--- src/rtl/pipe_mem_arbiter_pkg.sv ---
// pipe_mem_arbiter_pkg: shared state and owner encodings for the IF/MEM memory arbiter
package pipe_mem_arbiter_pkg;
   typedef enum logic {OWN_IF, OWN_DM} owner_e;
   typedef enum logic {ARB_IDLE, ARB_WAIT} arb_state_e;
endpackage

--- src/rtl/pipe_mem_arbiter.sv ---
// pipe_mem_arbiter: single-outstanding arbiter giving IF and MEM-stage access to one unified memory
//   clk_i/rst_i            clock, synchronous active-high reset
//   if_req_i/if_addr_i     fetch request; if_gnt_o/if_rvalid_o/if_rdata_o fetch handshake and data
//   dm_*_i                 load/store request; dm_gnt_o/dm_rvalid_o/dm_rdata_o data handshake
//   mem_*_o/mem_*_i        issue pulse and payload to memory, response from memory
//   busy_o                 a transaction is outstanding
module pipe_mem_arbiter
   import pipe_mem_arbiter_pkg::*;
#(
   parameter int X_LEN      = 32,
   parameter int ADDR_W     = 32,
   parameter int STARVE_MAX = 4
) (
   input  logic                 clk_i,
   input  logic                 rst_i,
   input  logic                 if_req_i,
   input  logic [ADDR_W-1:0]    if_addr_i,
   output logic                 if_gnt_o,
   output logic                 if_rvalid_o,
   output logic [X_LEN-1:0]     if_rdata_o,
   input  logic                 dm_req_i,
   input  logic                 dm_we_i,
   input  logic [ADDR_W-1:0]    dm_addr_i,
   input  logic [X_LEN-1:0]     dm_wdata_i,
   input  logic [X_LEN/8-1:0]   dm_be_i,
   output logic                 dm_gnt_o,
   output logic                 dm_rvalid_o,
   output logic [X_LEN-1:0]     dm_rdata_o,
   output logic                 mem_req_o,
   output logic                 mem_we_o,
   output logic [ADDR_W-1:0]    mem_addr_o,
   output logic [X_LEN-1:0]     mem_wdata_o,
   output logic [X_LEN/8-1:0]   mem_be_o,
   input  logic                 mem_rvalid_i,
   input  logic [X_LEN-1:0]     mem_rdata_i,
   output logic                 busy_o
);
   localparam int CW = $clog2(STARVE_MAX + 1);
   arb_state_e     state_q, state_d;
   owner_e         owner_q, owner_d;
   logic [CW-1:0]  starve_q, starve_d;
   logic           idle, rsp, force_if;
   // outputs are held quiet while reset is asserted, even with requests pending
   assign idle     = (state_q == ARB_IDLE) && !rst_i;
   assign rsp      = (state_q == ARB_WAIT) && !rst_i && mem_rvalid_i;
   assign force_if = (starve_q == CW'(STARVE_MAX));
   always_comb begin
      dm_gnt_o    = idle && dm_req_i && !(if_req_i && force_if);
      if_gnt_o    = idle && if_req_i && !dm_gnt_o;
      mem_req_o   = dm_gnt_o || if_gnt_o;
      mem_we_o    = dm_gnt_o && dm_we_i;
      mem_addr_o  = dm_gnt_o ? dm_addr_i : if_addr_i;
      mem_wdata_o = dm_gnt_o ? dm_wdata_i : '0;
      mem_be_o    = mem_we_o ? dm_be_i : '1;
      if_rvalid_o = rsp && (owner_q == OWN_IF);
      dm_rvalid_o = rsp && (owner_q == OWN_DM);
      if_rdata_o  = mem_rdata_i;
      dm_rdata_o  = mem_rdata_i;
      busy_o      = (state_q == ARB_WAIT);
      state_d     = mem_req_o ? ARB_WAIT : rsp ? ARB_IDLE : state_q;
      owner_d     = dm_gnt_o ? OWN_DM : if_gnt_o ? OWN_IF : owner_q;
      // count DM wins that left a waiting fetch behind; any other grant resets the streak
      starve_d    = (dm_gnt_o && if_req_i) ? (force_if ? starve_q : starve_q + CW'(1))
                  : mem_req_o ? '0 : starve_q;
   end
   always_ff @(posedge clk_i) begin
      if (rst_i) begin
         state_q  <= ARB_IDLE;
         owner_q  <= OWN_IF;
         starve_q <= '0;
      end else begin
         state_q  <= state_d;
         owner_q  <= owner_d;
         starve_q <= starve_d;
      end
   end
endmodule

--- config.mk ---
export PLATFORM = sky130hd
export DESIGN_NAME = pipe_mem_arbiter
export DESIGN_NICKNAME = d
export VERILOG_FILES = /design/src/rtl/pipe_mem_arbiter_pkg.sv /design/src/rtl/pipe_mem_arbiter.sv
export SDC_FILE = /design/constraint.sdc
export NUM_CORES = 1
export LEC_CHECK = 0
export ABC_CLOCK_PERIOD_IN_PS = 2270
export CORE_AREA = 3 3 108 110
export CTS_CLUSTER_DIAMETER = 50
export DETAILED_ROUTE_END_ITERATION = 7
export DIE_AREA = 0 0 111 113
export SYNTH_ARGS = -nofsm -noshare
export SYNTH_HDL_FRONTEND = slang
export SYNTH_SLANG_ARGS = --single-unit
--- constraint.sdc ---
create_clock -name clk_i -period 2.27 [get_ports clk_i]
set_input_delay 0.454 -clock clk_i [delete_from_list [all_inputs] [get_ports clk_i]]
set_output_delay 0.454 -clock clk_i [all_outputs]
set_load 0.005 [all_outputs]
[Word level (Yosys, flattened, before mapping)]
Index checks and enable logic that the tools add are counted.
Storage, ports and cells
  memory bits (read-only): 0
  output and inout bits: 139
  bits in latches: 0
  register bits after elaboration: 5
  memories: 0
  bits in writable memories: 0
  input port bits: 138
  logic and storage cells: 38
Cells by class
  magnitude comparators: 0
  reductions and logical operators: 20
  $add $sub $neg: 1
  equality and inequality tests: 2
  div/mod/pow operators: 0
  mux-type cells: 10
  shifts and indexed selects: 0
  multiply operators: 0
  bitwise operators: 2
Operators with widths (number)
  32-bit 2-to-1 mux: 2
  1-bit logical AND: 12
  3-bit 2-to-1 mux: 3
  2-bit nonzero test: 3
  1-bit 2-to-1 mux: 4
  4-bit 2-to-1 mux: 1
  3-bit by 1-bit adder with 3-bit output (second input constant): 1
  3-bit equality test (second input constant): 1
  1-bit logical NOT: 3
  2-bit inequality test (second input constant): 1
  1-bit inverter: 2
  2-bit AND reduction: 1
  1-bit logical OR: 1

[Depth between registers and ports, before layout]
  depth in word-level cells: 9
  gate-level depth with buffers: 8
  gate-level depth less buffers: 6

[Least setup slack after synthesis]
OpenSTA, ideal clock, no wires.
  path type: register -> output
  start: register starve_q[0]
  end: output mem_addr_o[10]
  stages on the path, launching flop included: 7
  arrival time: 1.307 ns
  path slack: 0.509 ns
  data required time: 1.816 ns
  cells stage by stage: dfxtp_1 inv_1 ha_1 nand3_1 nand3_4 buf_6 mux2_4
Between the ends
  longest elaborated chain between the ends: 5
RTL lines
  from (decl): RTL line pipe_mem_arbiter.sv:41  | logic [CW-1:0] starve_q, starve_d;
  from (signal assigned): RTL line pipe_mem_arbiter.sv:74  | starve_q <= starve_d;
  3-bit equality test: RTL line pipe_mem_arbiter.sv:46  | assign force_if = (starve_q == CW'(STARVE_MAX));
  1-bit logical AND: RTL line pipe_mem_arbiter.sv:48  | dm_gnt_o = idle && dm_req_i && !(if_req_i && force_if);
  1-bit logical NOT: RTL line pipe_mem_arbiter.sv:48
  1-bit logical AND: RTL line pipe_mem_arbiter.sv:48
  32-bit 2-to-1 mux: RTL line pipe_mem_arbiter.sv:52  | mem_addr_o = dm_gnt_o ? dm_addr_i : if_addr_i;
  to (decl): RTL line pipe_mem_arbiter.sv:31  | output logic [ADDR_W-1:0] mem_addr_o,
Every way passes these cells.

[Worst setup path in the final report]
  start: register starve_q[1]
  end: output mem_addr_o[22]
Same word-level chain as after synthesis.

==> reports/metrics.csv <==
stage,metric,value,unit
clocking,H-tree lvl count,1,
routing,Vias,1707,
grt,initial antenna violation count,0,
power,Clk pwr share,0.209,
routing,met3 wire len,676,µm
synthesis,Mapped Cells,176,
synthesis,Synth Area in XOR/XNOR,0,
sta,fin. max-slew vios,0,
floorplanning,Die Wd,111,µm
routing,met2 wire len,3120,µm
sta,RSZ-0062 raised after global routing,yes,
sta,final hold violation count,0,
final_layout,Layout area overhead,117,%
clocking,worst skew pair latency,0.23,ns
placement,RD Place Congestion,0.836,
synthesis,syn_area_per_cell,8.91,µm²
final_layout,"most common cell after layout, fill and taps aside",clkdlybuf4s50_1,
final_layout,Final Cell Area,3400,µm²
sta,fmax,434,MHz
critical_path,Reg-to-Reg Start,starve_q[1],
routing,Pre-Repair DR Iteration Count,4,
routing,met1 wire length,3000,µm
critical_path,Worst R2R End,owner_q,
floorplanning,initial core utilization,0.145,
routing,total wire length,6850,µm
power,Peak VDD IR,0.000232,V
placement,placed insts,439,
synthesis,ys flop type,dfxtp_1,
final_layout,Final nets,464,
synthesis,Yosys reg bits,5,
clocking,clock sinks,5,
routing,routed len/inst,14.8,µm
sta,final period utilization,1.02,
sta,actual slew at the worst max-slew pin,0.262,ns
sta,Setup Skew,0.00194,ns
synthesis,Adder-Cell Fraction of Synth Area,0.0160,
synthesis,area of the mapped netlist,1570,µm²
synthesis,proportion of synthesized area in mux cells,0.297,
worst_hold_path,Hold Path Cell Cnt,2,
critical_path,CP cell instances,"inv_2, ha_4, nand3_4, nand3_4, buf_4, buf_6, buf_4, mux2_4, clkdlybuf4s15_1",
clocking,CTS root buffer,clkbuf_8,
floorplanning,Die H,113,µm
power,Flop pwr share,0.119,
floorplanning,core box area,10800,µm²
critical_path,worst-path fanout max,5,
final_layout,fin cells,463,
critical_path,CP max-delay cell,dfxtp_2,
final_layout,fraction of layout cells with a size suffix above 1,0.297,
final_layout,diode count,0,
power,Net Sw Power,0.200,mW
critical_path,critical path data arrival time,1.85,ns
clocking,"Reg clk slew, reported paths",0.04,ns
sta,Slew headroom,0.823,
placement,Placed Area,3120,µm²
critical_path,startpoint types,register,
critical_path,critical path endpoint category,output pin,
synthesis,ys async rst share,0,
critical_path,r2r setup slk,0.96,ns
synthesis,register area share after synthesis,0.0638,
synthesis,post-synthesis cell type count,27,
placement,port bufs,180,
floorplanning,Ports,277,
synthesis,post-synthesis compound-gate area fraction,0.0287,
power,sw frac,0.248,
synthesis,Syn Nets,316,
worst_hold_path,origin of the worst min-delay path,owner_q,
power,P_leak,1.65,nW
final_layout,"commonest cells after routing, fill and taps aside","124 x clkdlybuf4s50_1, 32 x and2_1, 31 x mux2_4, 26 x dlygate4sd2_1, 22 x buf_4",
power,P per Cell Area,236,nW/µm²
outcome,failing checks,negative setup slack,
floorplanning,# rows,38,
routing,antenna-violating nets left,0,
routing,Residual DRC,0,
synthesis,number of synthesized flops with an enable pin,0,
sta,Final Worst Setup Slack,-0.0343,ns
clocking,CTS Buffer Depth,2,
placement,DP HPWL,5620,µm
worst_hold_path,Hold Path End,owner_q,
power,Tot Pwr,0.805,mW
synthesis,largest family of logic cells by synthesized area,buffers and inverters,
routing,Initial DRC Count,35,
floorplanning,die area,12500,µm²
grt,Total GRT Usage,0.0997,
grt,first-pass GRT wire length,10100,µm
critical_path,Crit path required time,1.82,ns
grt,total grt overflow,0,
power,Int Pwr,0.606,mW
sta,Final setup viols,24,
outcome,outcome,"complete, but fails checks",
worst_hold_path,Hold Path Class,reg -> reg,
critical_path,crit-path max cell delay,0.32,ns
routing,max layer used,met4,
grt,vias in the first global route,1760,
clocking,CTS tree,yes,
critical_path,reg2reg path depth,8,
job,MaxCap Viol Count,0,
sta,Tmin final,2.30,ns
power,Comb pwr share,0.673,
synthesis,Post-Synth Simple-Gate Area,0.223,
clocking,Num CTS Buffers,3,
routing,Via density,3.69,
critical_path,CP Class,reg -> out,
synthesis,yosys warns,0,
grt,largest net degree at the start of global routing,22,
## layer usage
| metal | track usage | vias to the layer above |
|---|---|---|
| li1 | - | 805 |
| met1 | 0.135 | 778 |
| met2 | 0.152 | 116 |
| met3 | 0.0342 | 8 |
| met4 | 0.0255 | 0 |
| met5 | 0 | - |
## through the flow
step                setup WS, ns   util  setup TNS (ns)  hold WS, ns
floorplan                  0.509      -               0        0.457
global placement          -0.430  0.289          -24.69        0.468
detailed placement        -0.417  0.289          -24.60        0.484
CTS                       -0.147  0.311           -3.54        0.489
global route              -0.124  0.315           -3.77        0.511
finish                   -0.0343  0.315          -0.222        0.485
## cell usage after synthesis, drive strengths merged (2+ instances only)
cell type	instances	area, µm²
buf	71	559
and2	33	206
mux2	32	465
dfxtp	5	100
inv	5	18.8
o21ai	5	25.0
nand3	4	32.5
nand3b	4	30.0
ha	2	25.0
nor2	2	15.0
nor3	2	10.0
## critical path, delay by kind of cell (launching register included)
kind / cells / cell delay [ns]
simple gates: 2 / 0.19
buf+inv: 5 / 0.65
flops: 1 / 0.32
fa+ha+maj: 1 / 0.16
mux: 1 / 0.28
## flip-flops by register name (all words and copies together), names as in the netlist
| register | flops |
|---|---|
| owner_q | 1 |
| starve_q | 3 |
| busy_o | 1 |
## logic make-up after synthesis
logic type	Yosys count
and+or+nand+nor	52
DFF	5
buffers and inverters	77
AOI/OAI and AO/OA	8
muxes	32
adders and majority gates	2
## timing repair
item                                    4_1_cts  5_1_grt
endpoints found under the setup margin       74       60
setup buffers                                15        6
resized for setup                           124       15
pin swaps                                     2        2
gates cloned                                  1        1
hold buffers                                  0        0
## final cells by class
class                           count  area (µm²)
Sequential cell                     5         103
Clock buffer                        4        45.0
Fill cell                        1128        7390
Tap cell                          140         175
Inverter                            5        23.8
Multi-Input combinational cell     94         925
Timing Repair Buffer              215        2130
## power groups by stage
stage / sequential (mW) / clock [mW] / combinational [mW]
after floorplan: 0.0957 / 0 / 0.248
final: 0.0954 / 0.168 / 0.542
after CTS: 0.0955 / 0.175 / 0.544
after global routing: 0.0957 / 0.184 / 0.579
after detailed placement: 0.0963 / 0 / 0.520
after global placement: 0.0962 / 0 / 0.516
## how the worst max path moves through the flow
stage	startpoint	endpoint	depth (start not counted)
after floorplan	starve_q[0]	mem_addr_o[10]	6
after global placement	if_req_i	mem_addr_o[2]	6
after detailed placement	if_req_i	mem_addr_o[2]	6
after CTS	starve_q[0]	mem_wdata_o[26]	8
after global routing	starve_q[0]	mem_wdata_o[2]	8
final	starve_q[1]	mem_addr_o[22]	9
Power figures use the tool's default switching activity.
